`config.mk`:
```
export PLATFORM = sky130hd
export DESIGN_NAME = train_sequencer
export DESIGN_NICKNAME = d
export VERILOG_FILES = /design/src/rtl/train_sequencer.sv
export SDC_FILE = /design/constraint.sdc
export NUM_CORES = 1
export LEC_CHECK = 0
export CORE_MARGIN = 2
export CORE_UTILIZATION = 40
export CTS_CLUSTER_SIZE = 16
export DETAILED_ROUTE_END_ITERATION = 12
export DONT_BUFFER_PORTS = 1
export GPL_TIMING_DRIVEN = 0
export PLACE_DENSITY = 0.54
export SKIP_CTS_REPAIR_TIMING = 1
export SLEW_MARGIN = 25
export SYNTH_ARGS = -nofsm -noshare
export SYNTH_HDL_FRONTEND = slang
export SYNTH_SLANG_ARGS = --single-unit
```
`constraint.sdc`:
```
create_clock -name clk -period 6.6 [get_ports clk]
set_clock_uncertainty 0.15 [all_clocks]
set_input_delay 0.33 -clock clk [delete_from_list [all_inputs] [get_ports clk]]
set_output_delay 0.33 -clock clk [all_outputs]
set_load 0.02 [all_outputs]
```
`src/rtl/train_sequencer.sv`:
```
// rtl/train_sequencer.sv - op-code program sequencer driving the training controller
// Optional TRAIN_SEQ_WATCHDOG_EN: caps each EXEC line at 4*SIZE cycles without ctl_reset.
module train_sequencer #(
  parameter int OP_SIZE    = 4,
  parameter int SIZE       = 3,
  parameter int PROG_DEPTH = 16,
  parameter int EPOCHS     = 3
) (
  input  logic                          clk,
  input  logic                          rst,
  input  logic                          prog_we,
  input  logic [$clog2(PROG_DEPTH)-1:0] prog_addr,
  input  logic [OP_SIZE-1:0]            prog_op,
  input  logic [$clog2(PROG_DEPTH):0]   prog_len,
  input  logic [31:0]                   epochs_in,
  input  logic                          start,
  input  logic                          abort,
  input  logic                          ctl_reset,
  input  logic                          ctl_code_active,
  input  logic                          ctl_code_reset,
  output logic [OP_SIZE-1:0]            op,
  output logic [31:0]                   code_count,
  output logic [31:0]                   code_index,
  output logic                          enable,
  output logic                          busy,
  output logic                          done,
  output logic                          error,
  output logic [31:0]                   epoch_left
);
  localparam int AW = $clog2(PROG_DEPTH);
`ifdef TRAIN_SEQ_WATCHDOG_EN
  localparam logic [31:0] WD_LIMIT = 32'(4 * SIZE);
`endif

  typedef enum logic [1:0] {S_IDLE, S_FETCH, S_EXEC, S_FINISH} state_t;

  state_t              state_q, state_d;
  logic [AW-1:0]       pc_q, pc_d;
  logic [AW:0]         len_q, len_d;
  logic [OP_SIZE-1:0]  op_q, op_d;
  logic [31:0]         cc_q, cc_d;
  logic [31:0]         idx_q, idx_d;
  logic                en_q, en_d;
  logic                busy_q, busy_d;
  logic                done_q, done_d;
  logic                err_q, err_d;
  logic [31:0]         ep_q, ep_d;

  logic [OP_SIZE-1:0]  mem [PROG_DEPTH];
  logic                mem_we;
  logic [AW:0]         pc_next;

  assign pc_next = {1'b0, pc_q} + {{AW{1'b0}}, 1'b1};

  always_comb begin
    state_d = state_q;
    pc_d    = pc_q;
    len_d   = len_q;
    op_d    = op_q;
    cc_d    = cc_q;
    idx_d   = idx_q;
    en_d    = 1'b0;
    busy_d  = 1'b0;
    done_d  = 1'b0;
    err_d   = err_q;
    ep_d    = ep_q;
    mem_we  = 1'b0;

    case (state_q)
      S_IDLE: begin
        mem_we = prog_we;
        if (start && !abort) begin
          if (prog_len == '0) begin
            err_d = 1'b1;
          end else begin
            state_d = S_FETCH;
            pc_d    = '0;
            err_d   = 1'b0;
            ep_d    = (epochs_in == 32'd0) ? 32'(EPOCHS) : epochs_in;
            len_d   = prog_len;
            busy_d  = 1'b1;
          end
        end
      end
      S_FETCH: begin
        op_d    = mem[pc_q];
        cc_d    = '0;
        idx_d   = 32'(pc_q);
        state_d = S_EXEC;
        en_d    = 1'b1;
        busy_d  = 1'b1;
      end
      S_EXEC: begin
        en_d   = 1'b1;
        busy_d = 1'b1;
        if (!ctl_reset) begin
`ifdef TRAIN_SEQ_WATCHDOG_EN
          if (cc_q == WD_LIMIT) begin
            err_d   = 1'b1;
            state_d = S_FINISH;
            en_d    = 1'b0;
            busy_d  = 1'b0;
          end else begin
            cc_d = cc_q + 32'd1;
          end
`else
          cc_d = cc_q + 32'd1;
`endif
        end else if (ctl_code_reset) begin
          // code_reset outranks code_active: end of epoch
          en_d = 1'b0;
          if (ep_q == 32'd1) begin
            ep_d    = 32'd0;
            state_d = S_FINISH;
            busy_d  = 1'b0;
            done_d  = !err_q;
          end else begin
            ep_d    = ep_q - 32'd1;
            pc_d    = '0;
            state_d = S_FETCH;
          end
        end else if (ctl_code_active) begin
          en_d = 1'b0;
          if (pc_next == len_q) begin
            err_d   = 1'b1;
            state_d = S_FINISH;
            busy_d  = 1'b0;
          end else begin
            pc_d    = pc_next[AW-1:0];
            state_d = S_FETCH;
          end
        end else begin
          cc_d = '0;
        end
      end
      S_FINISH: begin
        state_d = S_IDLE;
      end
      default: begin
        state_d = S_IDLE;
      end
    endcase

    if (abort) begin
      state_d = S_IDLE;
      en_d    = 1'b0;
      busy_d  = 1'b0;
      done_d  = 1'b0;
      err_d   = err_q;
    end
  end

  always_ff @(posedge clk) begin
    if (rst) begin
      state_q <= S_IDLE;
      pc_q    <= '0;
      len_q   <= '0;
      op_q    <= '0;
      cc_q    <= '0;
      idx_q   <= '0;
      en_q    <= 1'b0;
      busy_q  <= 1'b0;
      done_q  <= 1'b0;
      err_q   <= 1'b0;
      ep_q    <= '0;
    end else begin
      state_q <= state_d;
      pc_q    <= pc_d;
      len_q   <= len_d;
      op_q    <= op_d;
      cc_q    <= cc_d;
      idx_q   <= idx_d;
      en_q    <= en_d;
      busy_q  <= busy_d;
      done_q  <= done_d;
      err_q   <= err_d;
      ep_q    <= ep_d;
    end
  end

  // program memory survives rst
  always_ff @(posedge clk) begin
    if (mem_we && !rst) begin
      mem[prog_addr] <= prog_op;
    end
  end

  assign op         = op_q;
  assign code_count = cc_q;
  assign code_index = idx_q;
  assign enable     = en_q;
  assign busy       = busy_q;
  assign done       = done_q;
  assign error      = err_q;
  assign epoch_left = ep_q;

endmodule
```
**After elaboration in Yosys (flattened, before gate mapping)**

Memories as Yosys holds them, arrays and structs flattened. A register that Yosys moved wholly into a read port is not among the register bits.
Index checks and enable logic that the tools add are counted.

- Register bits after elaboration: 83
- RAM bits: 64
- Input port bits: 53
- Memories: 1

- $add $sub $neg: 3
- Equality and inequality tests: 17
- Muxes and demuxes: 49
- Bitwise operators: 6
- Reductions and logical operators: 18

Memory list:

| name | depth | bits a word | rd ports | clocked after memory_dff | wr ports | RTL line | source |
|---|---|---|---|---|---|---|---|
| mem | 16 | 4 | 1 | 1 | 1 | 49 | `logic [OP_SIZE-1:0] mem [PROG_DEPTH];` |

Operators by type and width:

| operator | number |
|---|---|
| $mux W32 | 9 |
| $pmux W32 S2 | 2 |
| $add A32 B1 Y32 const B | 1 |
| $eq A32 B1 Y1 const B | 1 |
| $logic_not A32 Y1 | 1 |
| $sub A32 B1 Y32 const B | 1 |
| $mux W4 | 7 |
| $mux W1 | 19 |
| $ne A3 B3 Y1 const B | 5 |
| $mux W2 | 7 |
| $ne A2 B2 Y1 const B | 7 |
| $reduce_and A7 Y1 | 2 |
| $pmux W2 S4 | 1 |
| $pmux W4 S2 | 1 |
| $not A1 Y1 | 6 |
| $reduce_and A3 Y1 | 2 |
| $reduce_or A6 Y1 | 1 |
| $add A4 B1 Y5 const B | 1 |
| $eq A5 B5 Y1 | 1 |
| $logic_not A5 Y1 | 1 |
| $reduce_and A5 Y1 | 1 |
| $eq A2 B2 Y1 const B | 2 |
| $pmux W1 S2 | 2 |
| $reduce_and A4 Y1 | 1 |
| 7 further kinds | 11 |

**Depth between registers and ports, before layout**

Gate-level depths: netlist of run 1.

- Word-level depth: 7
- Gate-level depth with buffers: 9
- Gate-level depth less buffers: 8

**Worst setup path before layout of run 1**

OpenSTA, ideal clock, no wires.

- Path kind: register -> register
- From: reg state_q[0]
- To: reg ep_q[29] (netlist: epoch_left[29])
- Library setup time: 0.059 ns
- Arrival time: 2.264 ns
- Data required time: 6.391 ns
- Path slack: 4.127 ns
- Cell stages (with the launch flop): 9
- Clock period less this slack: 2.473 ns
- Path through: dfxtp_1 > inv_1 > ha_1 > nor3b_1 > a221oi_2 > o21ai_1 > or4_4 > a211oi_2 > a221o_1

- Longest elaborated chain between the ends: 3

RTL lines:

| what | RTL line | source |
|---|---|---|
| from (decl) | 37 | `state_t state_q, state_d;` |
| from (signal assigned) | 167 | `state_q <= state_d;` |
| $eq A2 B2 Y1 / $logic_not A2 Y1 (equally long branches) | 69 | `case (state_q)` |
| $ne A2 B2 Y1 (no source line) / $reduce_bool A2 Y1 (equally long branches) | - |  |
| $reduce_and A5 Y1 (no source line) | - |  |
| to (signal assigned) | 177 | `ep_q <= ep_d;` |
| to (decl) | 47 | `logic [31:0] ep_q, ep_d;` |

Parallel ways exist; a longest one is shown, timed or not.
A chain may end at the register's enable or synchronous reset.

**Worst setup path after layout of run 1**

- From: reg state_q[0]
- To: reg ep_q[21] (netlist: epoch_left[21])

The elaborated chain is that of the path after synthesis.

==> results.ini, run 1 <==
[sta]
setup_viol=0
finalSetupTns_ns=0
hold_viol=0
rsz0062_at_grt=false
period_share=0.507
tightest_slew_ns=0.935
finalCriticalPeriod_ns=3.35
max_freq_mhz=299
slew_violations=0
relSlewSlack=0.372

[floorplanning]
die_h_um=141
rows=50
ios=157
core-area_mm2=0.0185
die_w_um=141
die_area_mm2=0.0198
initial_utilization=0.404

[clocking]
clk_path_buf_depth=2
clock_latency_ns=0.43
cts_num_sinks=151
numCtsBuffers=17
cts_tree=yes
clk_pin_slew_worst_paths_ns=0.07
cts-root-buf=clkbuf_16
cts.htree.levels=4

[drt]
ant_nets=0
drt_iter0_drc=409
wl_mm=21.7
via_count=6051
drc=0
viasPerCell=5.82
avgRoutedWirePerCell_um=20.9
dr.pass1.iters=8

[global_route]
global_route.overflow_total=0
grt_max_degree=17
grt_first_pass_wirelength_mm=33.0
antenna_found_initial=1
track_usage=0.214
grt_pass1_vias=5839

[logic_synthesis]
ys_types=70
synth_cells=717
ys.flop_type=dfxtp_1
ys.warnings.count=0
ys_seq_elements=151
synth.avg_cell_area_um2=10.4
synth_area_mm2=0.00749
synth-seq-area-share=0.489
synth-edff-count=64
synth-async-reset-ratio=0

[worst_setup_path]
arrival_ns=3.54
crit_path_start=state_q[0]$_SDFFE_PP0P_
worstPathMaxFanout=9
worstPathRequired_ns=6.79
crit_type=reg -> reg
endpoint_kind=register
worstSetupStartpointType=register
r2r-start=state_q[0]$_SDFFE_PP0P_

[cells_and_area]
layout.cells.most_common=dfxtp_1
design_area_mm2=0.00875
area_growth_pct=16.9
drive_above_1_share=0.137
layout_common_cells=dfxtp_1, nor2_1, edfxtp_1, nand2_1, a21oi_1
nets=853
fillers=1727

[run]
maxCapViolCount=0

[min_path]
hold_path_class=in -> reg
worstHoldStart=prog_addr[0]

[outcome]
status=completed

[power]
p_leak_nw=3.10
powerDensity_mw_per_mm2=255
internal-power_mw=1.61
p_comb_frac=0.102
pwr-share-clk=0.435
ir_worst_vdd_v=0.000183
seqPwrFrac=0.463
swShare=0.279
switchingPower_mw=0.623

[placement]
dp_hpwl_mm=15.8
io_buffers=0
gp_congestion=0.842
place_area_mm2=0.00788

## through the flow
stage          hold WS, ns  std cells  power [mW]  worst slack, ns   util
3_3_place_gp         0.280        978        1.25             3.32  0.426
4_1_cts             -0.171       1010        2.23             3.32  0.457
6_report            0.0128       1040        2.23             3.25  0.473
5_1_grt            0.00810       1039        2.31             3.13  0.473
3_5_place_dp         0.280        978        1.26             3.33  0.426
2_1_floorplan        0.279        744        1.20             4.13      -
## worst max-delay path, cell delays in order (launching register included)
cell and delay (ns):
dfxtp_1 0.41, inv_1 0.09, ha_1 0.32, nor3b_1 0.20, a221oi_2 0.43, o21ai_1 0.45, nor2_1 0.54, nand2_1 0.31
o311ai_1 0.34
## path summary, 6_finish.rpt
check,to,slack [ns],cells past startpoint
setup / recovery,epoch_left[21]$_SDFFE_PP0P_,3.25,8
hold / removal,mem[4][0]$_DFFE_PP_,0.01,1
setup reg to reg,epoch_left[21]$_SDFFE_PP0P_,3.25,8
hold reg to reg,len_q[3]$_SDFFE_PP0P_,0.37,2
## logic make-up after synthesis
group	share of synthesized area
flip-flops	0.489
buffers and inverters	0.0542
other	0.000501
adder cells (fa/ha/maj)	0.0134
XOR/XNOR	0.0363
AO/OA/AOI/OAI	0.124
AND/OR/NAND/NOR	0.201
multiplexers	0.0816
## per-layer routing
layer  track usage  vias to the layer above  share of wire
li1              -                     2818              -
met2         0.374                      265           0.50
met1         0.244                     2927           0.39
met5             0                        -              0
met4        0.0774                        0          0.019
met3        0.0740                       41          0.090
## power groups by stage
stage	Sequential, mW	Combinational [mW]	Clock, mW
floorplan	1.05	0.158	0
global placement	1.05	0.199	0
detailed placement	1.06	0.202	0
CTS	1.03	0.203	0.988
global route	1.04	0.247	1.03
finish	1.03	0.227	0.971
## cell usage after synthesis, types with 5 or more instances
library cell	instances	area [µm²]
mux2i_1	16	160
a32o_1	6	60.1
buf_2	9	45.0
nand4_1	21	131
clkbuf_1	20	75.1
nor2_1	86	323
a31oi_1	10	62.6
nand3_1	25	125
ha_1	8	100
o21ai_1	17	85.1
and3_1	20	125
buf_4	29	218
inv_1	9	33.8
edfxtp_1	64	1920
a211oi_1	5	37.5
nor3_1	20	100
dfxtp_1	87	1740
xor2_1	21	184
xnor2_1	10	87.6
mux4_2	20	450
or3_1	11	68.8
a21oi_1	32	160
nand2b_1	5	31.3
a32oi_1	5	43.8
nor4_1	13	81.3
nand2_1	47	176
o21ai_0	17	85.1
o211ai_1	8	60.1
## final cells by class
type	instances	area [µm²]	share of cell area
repair buffers	29	290	0.0332
diodes	1	2.50	0.000286
plain buffers	63	372	0.0425
clock inverters	15	154	0.0176
multi-input cells	521	3520	0.402
clock buffers	17	425	0.0486
inverters	9	33.8	0.00386
flip-flops and latches	151	3660	0.419
well taps	234	293	0.0335
## registers in the layout, indices dropped and copies added, names as in the netlist
name        flops
len_q           5
mem            64
code_index      4
op              4
epoch_left     32
code_count     32
busy            1
done            1
state_q         2
pc_q            4
enable          1
error           1
(Power assumes the default switching activity.)
==> run 2: changes to the inputs <==
clock period = 3.38 ns   (was 6.6 ns; I/O delays follow)
==> run 2 against run 1 <==
  * The run now ends with negative hold slack left
  * Non-clock buffer count up 25
  * Critical path depth did not move
  * Die area unchanged
  * Clock-buffer cell count did not move
  * Sequential power increased by 96%
  * Register-to-register slack worse by 3.1 ns
  * Utilization up 1.4 points
  * First-iteration DRC count down 2.0%
  * Highest routed layer unchanged
==> results.ini, run 2 (same netlist as run 1, synthesis figures left out) <==
[worst_setup_path]
r2r_end=epoch_left[14]$_SDFFE_PP0P_  ; was epoch_left[21]$_SDFFE_PP0P_
crit_type=reg -> reg  ; unchanged
worstSetupStartpointType=register  ; unchanged
arrival_ns=3.44  ; was 3.54 ns
reg2reg_setup_slack_ns=0.16  ; was 3.25 ns
worstPathMaxFanout=9  ; unchanged
endpoint_kind=register  ; unchanged
r2r-start=state_q[0]$_SDFFE_PP0P_  ; unchanged
worstPathRequired_ns=3.60  ; was 6.79 ns
ff2ff_path_depth=8  ; unchanged

[placement]
dp_hpwl_mm=15.8  ; unchanged
io_buffers=0  ; unchanged
dpl_worst_slack_ns=0.113  ; was 3.33 ns
gp_congestion=0.842  ; unchanged

[sta]
rsz0062_at_grt=false  ; unchanged
period_share=0.952  ; was 0.507
tightest_slew_ns=0.985  ; was 0.935 ns
slew_violations=0  ; unchanged
fin_ws_ns=0.161  ; was 3.25 ns
max_freq_mhz=311  ; was 299 MHz
setup_viol=0  ; unchanged
finalSetupTns_ns=0  ; unchanged
relSlewSlack=0.339  ; was 0.372
finalCriticalPeriod_ns=3.22  ; was 3.35 ns
hold_viol=7  ; was 0
whs_ns=-0.0385  ; was 0.0128 ns

[drt]
wl_met2_mm=11.0  ; was 10.9 mm
ant_nets=0  ; unchanged
route.met3.wl_mm=1.93  ; was 1.96 mm
routed.top_layer=met4  ; unchanged
drc=0  ; unchanged
drt-met1-wl_mm=8.73  ; was 8.48 mm
via_count=6159  ; was 6,051
wl_mm=22.1  ; was 21.7 mm
avgRoutedWirePerCell_um=20.7  ; was 20.9 µm
drt_iter0_drc=401  ; was 409
dr.pass1.iters=5  ; was 8
viasPerCell=5.78  ; was 5.82

[clocking]
clk_path_buf_depth=2  ; unchanged
cts.htree.levels=4  ; unchanged
cts_tree=yes  ; unchanged
numCtsBuffers=17  ; unchanged
cts_num_sinks=151  ; unchanged
clock_latency_ns=0.43  ; about the same
cts-root-buf=clkbuf_16  ; unchanged
clk_pin_slew_worst_paths_ns=0.07  ; about the same

[cells_and_area]
seqCellArea_mm2=0.00366  ; unchanged
multiInputGateArea_mm2=0.00352  ; about the same
drive_above_1_share=0.134  ; was 0.137
layout.cells.most_common=dfxtp_1  ; unchanged
layout_common_cells=dfxtp_1, nor2_1, edfxtp_1, dlygate4sd3_1, nand2_1  ; was dfxtp_1, nor2_1, edfxtp_1, nand2_1, a21oi_1
nets=878  ; was 853
fillers=1709  ; was 1,727
area_growth_pct=20.3  ; was 16.9%
top_register=mem  ; unchanged
largest_reg_flops=64  ; unchanged

[power]
ir_worst_vdd_v=0.000356  ; was 0.000183 V
p_leak_nw=3.20  ; was 3.10 nW
powerDensity_mw_per_mm2=488  ; was 255 mW/mm²

[global_route]
grt_pass1_vias=5839  ; unchanged
antenna_found_initial=1  ; unchanged
global_route.overflow_total=0  ; unchanged
grt_first_pass_wirelength_mm=33.0  ; unchanged
grt_max_degree=17  ; unchanged
track_usage=0.214  ; unchanged

[min_path]
hold_path_class=in -> reg  ; unchanged
worstHoldStart=epochs_in[1]  ; was prog_addr[0]
hold_depth=3  ; was 1
holdPathEnd=epoch_left[1]$_SDFFE_PP0P_  ; was mem[4][0]$_DFFE_PP_

[floorplanning]
core-area_mm2=0.0185  ; unchanged
ios=157  ; unchanged
die_h_um=141  ; unchanged
die_area_mm2=0.0198  ; unchanged
die_w_um=141  ; unchanged
initial_utilization=0.404  ; unchanged
rows=50  ; unchanged

[outcome]
violations=negative hold slack
status=complete, but fails checks  ; was completed

[run]
maxCapViolCount=0  ; unchanged

-- run 2: through the flow --
| stage | power (mW) | cell area [µm²] | hold WS, ns | instances | utilization |
|---|---|---|---|---|---|
| after floorplan | 2.35 | 7590 | 0.118 | 744 | - |
| after global placement | 2.45 | 7880 | 0.119 | 978 | 0.426 |
| after detailed placement | 2.46 | 7880 | 0.119 | 978 | 0.426 |
| after CTS | 4.35 | 8460 | -0.332 | 1010 | 0.457 |
| after global routing | 4.55 | 9000 | 0.00461 | 1064 | 0.486 |
| final | 4.39 | 9000 | -0.0385 | 1065 | 0.486 |
-- run 2: critical path, cell delays in order, from the launching register on --
cell and delay, ns:
dfxtp_1 0.41, inv_1 0.09, ha_1 0.32, nor3b_1 0.20, a221oi_2 0.43, o21ai_1 0.47, nor3_1 0.78, a32oi_1 0.21
nand2_1 0.10
-- run 2: final cells by class --
type | count | share of cell area
clock inverter | 15 | 0.0171
inverter | 9 | 0.00375
antenna | 1 | 0.000278
clock buffer | 17 | 0.0472
multi-input combinational | 521 | 0.391
tap | 234 | 0.0325
timing repair buffer | 54 | 0.0600
sequential | 151 | 0.407
buffer | 63 | 0.0413
-- run 2: worst max path at each step --
stage	startpoint	to	slack (ns)	cells after the start
finish	state_q[0]$_SDFFE_PP0P_	epoch_left[14]$_SDFFE_PP0P_	0.16	8
global route	state_q[0]$_SDFFE_PP0P_	epoch_left[14]$_SDFFE_PP0P_	0.004	8
CTS	state_q[0]$_SDFFE_PP0P_	epoch_left[18]$_SDFFE_PP0P_	0.1	8
detailed placement	state_q[0]$_SDFFE_PP0P_	epoch_left[21]$_SDFFE_PP0P_	0.11	8
global placement	state_q[0]$_SDFFE_PP0P_	epoch_left[21]$_SDFFE_PP0P_	0.10	8
floorplan	state_q[0]$_SDFFE_PP0P_	epoch_left[29]$_SDFFE_PP0P_	0.91	8
-- run 2: metal layers --
| layer | global-route usage | vias up |
|---|---|---|
| met5 | 0 | - |
| met3 | 0.0740 | 42 |
| met2 | 0.374 | 265 |
| met4 | 0.0774 | 0 |
| li1 | - | 2869 |
| met1 | 0.244 | 2983 |
-- run 2: report_power, final --
part / switching [mW] / internal [mW]
combinational: 0.288 / 0.185
sequential: 0.0865 / 1.93
clock: 0.855 / 1.04
total: 1.23 / 3.16
